<file path="src/rtl/data_mem_responder_if.sv">
// Data-memory request/response bundle shared by the core (master) and the
// memory responder (slave).
interface data_mem_responder_if #(
  parameter int ADDR_W = 32
);
  logic              MemReq;
  logic              MemWrite;
  logic [ADDR_W-1:0] Addr;
  logic [31:0]       WriteData;
  logic              ReqReady;
  logic              RespValid;
  logic [31:0]       ReadData;
  logic              RespErr;

  modport master (
    output MemReq, MemWrite, Addr, WriteData,
    input  ReqReady, RespValid, ReadData, RespErr
  );

  modport slave (
    input  MemReq, MemWrite, Addr, WriteData,
    output ReqReady, RespValid, ReadData, RespErr
  );
endinterface

</file>
<file path="src/rtl/data_mem_responder.sv">
// Word-addressed data-memory responder with a fixed number of wait states.
// One request is accepted per transaction. Exactly one single-cycle response
// strobe follows it, WAIT_CYCLES cycles after the accept edge. A request can be
// accepted during the response cycle, so back-to-back traffic gets one
// response every WAIT_CYCLES+1 cycles.
// Optional macro RESP_ERR_EN enables error flagging for misaligned or
// out-of-range addresses. When it is undefined, addresses wrap modulo DEPTH
// words and RespErr stays 0.
module data_mem_responder #(
  parameter int DEPTH       = 64,
  parameter int WAIT_CYCLES = 2,
  parameter int ADDR_W      = 32
) (
  input  logic                 CLK,
  input  logic                 Reset,
  data_mem_responder_if.slave  bus
);

  localparam int IDX_W = $clog2(DEPTH);
  localparam int CNT_W = (WAIT_CYCLES > 1) ? $clog2(WAIT_CYCLES) : 1;
  localparam logic [CNT_W-1:0] CNT_INIT =
    (WAIT_CYCLES > 0) ? CNT_W'(WAIT_CYCLES - 1) : '0;

  typedef enum logic [1:0] {
    IDLE = 2'd0,
    WAIT = 2'd1,
    RESP = 2'd2
  } state_t;

  state_t             state_reg, state_next;
  logic [CNT_W-1:0]   cnt_reg, cnt_next;

  // Request fields latched at the accept edge.
  logic               write_reg;
  logic [IDX_W-1:0]   idx_reg;
  logic [31:0]        data_reg;
  logic               err_reg;

  logic [31:0]        read_data_reg;
  logic               resp_err_reg;
  logic [31:0]        mem [DEPTH];

  logic               accept;
  logic [IDX_W-1:0]   req_idx;
  logic               req_flag;
  logic               commit;
  logic               c_write;
  logic [IDX_W-1:0]   c_idx;
  logic [31:0]        c_data;
  logic               c_flag;

  assign accept  = bus.MemReq && bus.ReqReady;
  assign req_idx = bus.Addr[IDX_W+1:2];

`ifdef RESP_ERR_EN
  localparam logic [ADDR_W:0] ADDR_LIMIT = (ADDR_W + 1)'(DEPTH * 4);
  assign req_flag = (bus.Addr[1:0] != 2'b00) || ({1'b0, bus.Addr} >= ADDR_LIMIT);
`else
  // Byte-offset bits and bits above the index take no part in wrapped addressing.
  logic unused_addr;
  assign unused_addr = ^{bus.Addr[ADDR_W-1:IDX_W+2], bus.Addr[1:0]};
  assign req_flag    = 1'b0;
`endif

  // The edge that moves into RESP is the one that commits the transaction.
  // With no wait states, this is the accept edge, so the live request fields
  // are used. Otherwise the latched fields are used.
  assign commit  = (state_next == RESP);
  assign c_write = (WAIT_CYCLES == 0) ? bus.MemWrite  : write_reg;
  assign c_idx   = (WAIT_CYCLES == 0) ? req_idx       : idx_reg;
  assign c_data  = (WAIT_CYCLES == 0) ? bus.WriteData : data_reg;
  assign c_flag  = (WAIT_CYCLES == 0) ? req_flag      : err_reg;

  assign bus.ReqReady  = (state_reg != WAIT);
  assign bus.RespValid = (state_reg == RESP);
  assign bus.ReadData  = read_data_reg;
  assign bus.RespErr   = resp_err_reg;

  // State register and wait-state counter.
  always_ff @(posedge CLK or posedge Reset) begin
    if (Reset) begin
      state_reg <= IDLE;
      cnt_reg   <= '0;
    end else begin
      state_reg <= state_next;
      cnt_reg   <= cnt_next;
    end
  end

  // Next-state logic: accept from IDLE or RESP, count down in WAIT.
  always_comb begin
    state_next = state_reg;
    cnt_next   = cnt_reg;
    case (state_reg)
      IDLE, RESP: begin
        if (accept) begin
          state_next = (WAIT_CYCLES == 0) ? RESP : WAIT;
          cnt_next   = CNT_INIT;
        end else begin
          state_next = IDLE;
        end
      end
      WAIT: begin
        if (cnt_reg == '0) state_next = RESP;
        else               cnt_next   = cnt_reg - CNT_W'(1);
      end
      default: state_next = IDLE;
    endcase
  end

  // Capture the request fields on the accept edge.
  always_ff @(posedge CLK or posedge Reset) begin
    if (Reset) begin
      write_reg <= 1'b0;
      idx_reg   <= '0;
      data_reg  <= '0;
      err_reg   <= 1'b0;
    end else if (accept) begin
      write_reg <= bus.MemWrite;
      idx_reg   <= req_idx;
      data_reg  <= bus.WriteData;
      err_reg   <= req_flag;
    end
  end

  // Storage array. It is not reset, and flagged stores are dropped.
  always_ff @(posedge CLK) begin
    if (commit && c_write && !c_flag) mem[c_idx] <= c_data;
  end

  // Load data and error flag, registered on the edge that enters RESP.
  always_ff @(posedge CLK or posedge Reset) begin
    if (Reset) begin
      read_data_reg <= '0;
      resp_err_reg  <= 1'b0;
    end else begin
      resp_err_reg <= commit && c_flag;
      if (commit && !c_write) read_data_reg <= c_flag ? '0 : mem[c_idx];
    end
  end

endmodule

</file>
<file path="src/flat_wrapper.sv">
// flat-port wrapper written by rule: the top's interface ports become plain ports
module data_mem_responder_flat 
#(
  parameter int DEPTH       = 64,
  parameter int WAIT_CYCLES = 2,
  parameter int ADDR_W      = 32
)
  (CLK, Reset, bus_MemReq, bus_MemWrite, bus_Addr, bus_WriteData, bus_ReqReady, bus_RespValid, bus_ReadData, bus_RespErr);
  data_mem_responder_if #(.ADDR_W(ADDR_W)) bus_i ();
  input  logic CLK;
  input  logic Reset;
  input wire logic [$bits(bus_i.MemReq)-1:0] bus_MemReq;
  input wire logic [$bits(bus_i.MemWrite)-1:0] bus_MemWrite;
  input wire logic [$bits(bus_i.Addr)-1:0] bus_Addr;
  input wire logic [$bits(bus_i.WriteData)-1:0] bus_WriteData;
  output wire logic [$bits(bus_i.ReqReady)-1:0] bus_ReqReady;
  output wire logic [$bits(bus_i.RespValid)-1:0] bus_RespValid;
  output wire logic [$bits(bus_i.ReadData)-1:0] bus_ReadData;
  output wire logic [$bits(bus_i.RespErr)-1:0] bus_RespErr;
  assign bus_i.MemReq = bus_MemReq;
  assign bus_i.MemWrite = bus_MemWrite;
  assign bus_i.Addr = bus_Addr;
  assign bus_i.WriteData = bus_WriteData;
  assign bus_ReqReady = bus_i.ReqReady;
  assign bus_RespValid = bus_i.RespValid;
  assign bus_ReadData = bus_i.ReadData;
  assign bus_RespErr = bus_i.RespErr;
  data_mem_responder #(.DEPTH(DEPTH), .WAIT_CYCLES(WAIT_CYCLES), .ADDR_W(ADDR_W)) u_core (.CLK(CLK), .Reset(Reset), .bus(bus_i));
endmodule
</file>
<file path="config.mk">
export PLATFORM = sky130hd
export DESIGN_NAME = data_mem_responder_flat
export DESIGN_NICKNAME = d
export VERILOG_FILES = /design/src/rtl/data_mem_responder_if.sv /design/src/rtl/data_mem_responder.sv /design/src/flat_wrapper.sv
export SDC_FILE = /design/constraint.sdc
export NUM_CORES = 2
export LEC_CHECK = 0
export CAP_MARGIN = 5
export CORE_ASPECT_RATIO = 1.25
export CORE_UTILIZATION = 39
export DETAILED_ROUTE_END_ITERATION = 10
export SYNTH_ARGS = -nofsm -noshare
export SYNTH_HDL_FRONTEND = slang
export SYNTH_SLANG_ARGS = --single-unit
</file>
<file path="constraint.sdc">
create_clock -name CLK -period 5 [get_ports CLK]
set_input_delay 0.5 -clock CLK [delete_from_list [all_inputs] [get_ports CLK]]
set_output_delay 0.5 -clock CLK [all_outputs]
set_load 0.03 [all_outputs]
</file>
After elaboration in Yosys (flattened, before gate mapping)
Memory sizes are Yosys's and may differ from the RTL's. A register that Yosys moved wholly into a read port is not among the register bits. Index checks and enable logic that the tools add are counted.

Register bits after elaboration: 42. Bits in writable memories: 2048. Input port bits: 68. Output and inout bits: 35. Logic and storage cells: 28. Memories kept: 1.

Add/sub/neg operators: 1. Equality and inequality tests: 5. Multiplexer cells: 8. Reductions and logical operators: 8.

Memory list: u_core.mem (depth 64, width 32, rd ports 1, clocked after Yosys merged registers in 1, wr ports 1, RTL line data_mem_responder.sv:41) `logic [31:0] mem [DEPTH];`.

Operators by type and width (number): $mux W1 (5); $eq A2 B2 Y1 const B (2); $ne A2 B1 Y1 const B (2); $pmux W2 S2 (1); $logic_and A1 B1 Y1 (3); $eq A2 B1 Y1 const B (1); $logic_not A2 Y1 (1); $mux W2 (1); $pmux W1 S2 (1); $reduce_and A2 Y1 (1); $reduce_bool A2 Y1 (1); $reduce_or A2 Y1 (1); $logic_not A1 Y1 (1); $sub A1 B1 Y1 const B (1).

Longest topological paths before layout
Word-level depth: 8. Mapped depth: 11. Depth with buffers taken out: 6.

Worst setup path after synthesis
No wires, ideal clock.

Path kind: flip-flop to flip-flop. From: register u_core.idx_reg[2] (netlist: u_core.c_idx[2]). To: memory u_core.mem[12][0] (enable). Library setup time: 0.421 ns. Arrival time: 2.964 ns. Required time: 4.579 ns. Setup slack: 1.615 ns. Stages on the path, launching flop included: 9. Buffers on the path: 6. Clock period less this slack: 3.385 ns. Cells stage by stage: dfrtp_1 buf_2 buf_6 buf_4 buf_2 buf_4 buf_2 nand3_1 nor2_1.

RTL lines: start: declaration (RTL line data_mem_responder.sv:35) `logic [IDX_W-1:0] idx_reg;`; start signal: assignment (RTL line data_mem_responder.sv:120) `idx_reg <= req_idx;`; end: declaration (RTL line data_mem_responder.sv:41).

No word-level cell before the write port.

Worst setup path in the final report
From: register u_core.idx_reg[0] (netlist: u_core.c_idx[0]). To: memory u_core.mem[11][7] (enable).

No word-level cell before the write port.

==> metrics.log <==
[metrics] CP max FO: 41
[metrics] share of post-route cells with drive strength above 1: 21.5%
[metrics] CTS tree: yes
[metrics] hold endpoint: u_core.c_data[5]
[metrics] post-DR wirelength/cell: 33.1 um
[metrics] source-to-sink clock delay at the later pin of the worst-skew pair: 880 ps
[metrics] setup slack of the worst register-to-register path: 1160 ps
[metrics] type of the worst setup path: reg -> reg
[metrics] gr ovfl total: 0
[metrics] std cell rows: 186
[metrics] total via count after detailed routing: 43,900
[metrics] #FFs+latches synth: 2,122
[metrics] worst vdd rail ir drop: 0.478 mV
[metrics] number of setup violations in the final report: 0
[metrics] endpoint kind of the worst setup timing path: register
[metrics] starting utilization of the core area: 39.3%
[metrics] fraction of synthesis flops using an asynchronous set or reset pin: 3.49%
[metrics] final worst path period share: 76.9%
[metrics] cell count after synthesis: 4,141
[metrics] routability congestion estimate: 0.816
[metrics] launching element type of the critical path: register
[metrics] Static Leakage: 29.4 nW
[metrics] Die Y-Extent: 512 um
[metrics] pins over their slew limit: 0
[metrics] NumNets Final: 4,434
[metrics] detailed router's first-iteration violation count: 5,728
[metrics] Die X-Extent: 410 um
[metrics] failing checks: design-rule violations
[metrics] overall routed net length: 240 mm
[metrics] data arrival at the endpoint of the critical path: 4370 ps
[metrics] vias in the first global route: 43,100
[metrics] overall power after layout: 56.5 mW
[metrics] fin crit period: 3840 ps
[metrics] dpl ws: 1280 ps
[metrics] Gates resized, CTS repair: 0
[metrics] number of clock sinks: 2,122
[metrics] Most flops, register: u_core.mem
[metrics] Top FF cell, synth: sky130_fd_sc_hd__edfxtp_1
[metrics] first-pass GRT wire length: 335 mm
[metrics] summed negative setup slack over all endpoints: 0 ps
[metrics] Avg Synthesized Cell Area: 19.6 sq um
[metrics] Largest register FFs: 2,048
[metrics] placeable core region: 206,000 sq um
[metrics] WHS: 254 ps
[metrics] count of distinct cell types in the synthesized netlist: 61
[metrics] count of fill cells added during filler insertion: 17,300
[metrics] Critical Path RT: 5520 ps
[metrics] run status: finished, violations left
[metrics] power per standard cell area: 607 nW/um^2
[metrics] slack of the critical path: 1160 ps
[metrics] clock buffer depth: 3
[metrics] hold buffers post-CTS: 1
[metrics] Port Buffer Count: 75
[metrics] Boundary Pins: 103
[metrics] final core utilization: 45.2%
[metrics] Root Driver: sky130_fd_sc_hd__clkbuf_16
[metrics] count of H-tree levels built during CTS: 4
[metrics] floorplan die area: 210,000 sq um
[metrics] measured slew at the worst slew-check pin: 1330 ps
[metrics] net count after synthesis: 4,209
[metrics] First-pass DRT Iterations: 8
[metrics] sequential cell area fraction in the yosys report: 78.2%
[metrics] overall track demand over capacity in global routing: 22.6%
[metrics] summed instance area of the synthesized netlist: 81,000 sq um
[metrics] Residual DRC: 26
[metrics] initial antenna violation count: 12
[metrics] EDFF count, synth: 2,048
[metrics] via-per-instance ratio: 6.04
[metrics] depth of the worst register-to-register path: 4
[metrics] clk_skew: 52.0 ps
[metrics] tightest slew margin relative to the limit: 11.0%
[metrics] # Post-CTS Setup Buffers: 0
[metrics] pin count of the biggest net entering global routing: 90
[metrics] path type of the worst min-delay path: in -> reg
[metrics] area overhead of the layout relative to synthesis: 14.9%
[metrics] leading cell type in the layout, fill and taps excluded: sky130_fd_sc_hd__edfxtp_1
[metrics] max-cap check violation count: 0
[metrics] maximum frequency from static timing analysis: 260 MHz
[metrics] final hold viol count: 0
[metrics] HPWL after detailed placement: 139 mm
[metrics] worst hold start: bus_WriteData[5]
[metrics] post-route ant nets: 0
[metrics] commonest non-fill, non-tap cells in the layout: sky130_fd_sc_hd__edfxtp_1, sky130_fd_sc_hd__mux2i_1, sky130_fd_sc_hd__a221oi_1, sky130_fd_sc_hd__mux4_2, sky130_fd_sc_hd__clkbuf_16
[metrics] reg2reg end: u_core.mem[11][7]
[metrics] setup repair after global routing missed its margin: false
[metrics] worst hold path depth: 2
[metrics] synthesis warning total: 0
[metrics] CTS clk-pin slew, worst paths: 60 ps
[metrics] Critical R2R Launch: u_core.c_idx[0]
[metrics] clock buffers created by TritonCTS: 198
-- layer usage --
layer,share of wire (%),GRT usage (%),up-vias
li1,-,-,17700
met1,40,30.9,23400
met2,49,36.9,2347
met3,9.1,4.13,388
met4,2.7,6.91,0
met5,0,0,-
-- how the worst max path moves through the flow --
| stage | startpoint | cells after the start | end | slack, ps |
|---|---|---|---|---|
| floorplan | u_core.c_idx[2] | 8 | u_core.mem[12][0] | 1610 |
| global placement | u_core.c_idx[0] | 4 | u_core.mem[27][22] | 1280 |
| detailed placement | u_core.c_idx[0] | 4 | u_core.mem[27][16] | 1280 |
| CTS | u_core.c_idx[0] | 4 | u_core.mem[27][16] | 1240 |
| global route | u_core.c_idx[0] | 8 | u_core.bus.ReadData[7] | 1210 |
| finish | u_core.c_idx[0] | 4 | u_core.mem[11][7] | 1160 |
-- final cells by class --
| type | count | area, sq um | area share [%] |
|---|---|---|---|
| Multi-Input combinational cell | 1737 | 16700 | 18.0 |
| Clock inverter | 111 | 1190 | 1.27 |
| Inverter | 6 | 31.3 | 0.0336 |
| Timing Repair Buffer | 301 | 2910 | 3.13 |
| Clock buffer | 260 | 5340 | 5.74 |
| Sequential cell | 2122 | 63400 | 68.1 |
| Tap cell | 2726 | 3410 | 3.67 |
| Antenna cell | 4 | 10.0 | 0.0108 |
-- critical path, stage by stage (launching register included) --
cell                      delay [ps]
sky130_fd_sc_hd__dfrtp_4         980
sky130_fd_sc_hd__and3b_1         600
sky130_fd_sc_hd__nand2_1         680
sky130_fd_sc_hd__nor2_4          790
sky130_fd_sc_hd__buf_4           410
-- report_power, final --
| part | switching, mW | internal [mW] | leakage, nW |
|---|---|---|---|
| Clock | 6.68 | 8.59 | 3.18 |
| Combinational | 11.1 | 5.58 | 6.98 |
| Sequential | 1.88 | 22.6 | 19.2 |
| Total | 19.7 | 36.8 | 29.4 |
-- cells in the mapped netlist, drive strengths merged, types with 14 or more instances --
master,n,area [sq um]
o22ai,59,369
edfxtp,2048,61500
a22o,25,219
dfrtp,74,1850
a22oi,114,856
o21ai,102,510
a221oi,227,1990
mux2,113,1270
nand2,80,300
nand3,29,145
a21oi,95,475
nor2,205,769
buf,183,1110
o32a,15,150
clkbuf,93,349
a221o,14,140
a31oi,23,144
mux4,220,4950
mux2i,268,2680
-- stage by stage --
stage | instances | area (sq um)
floorplan | 4141 | 81000
global placement | 6890 | 86500
detailed placement | 6890 | 86500
CTS | 7262 | 93000
global route | 7264 | 93000
finish | 7267 | 93000
-- cell families after synthesis --
| group | after synthesis | synth area share, % |
|---|---|---|
| simple gates | 367 | 1.94 |
| flops | 2122 | 78.2 |
| compound gates | 768 | 7.00 |
| other cells | 1 | 0.00463 |
| buf+inv | 282 | 1.83 |
| mux | 601 | 11.0 |
No activity file was read; power rests on OpenSTA's default activity.
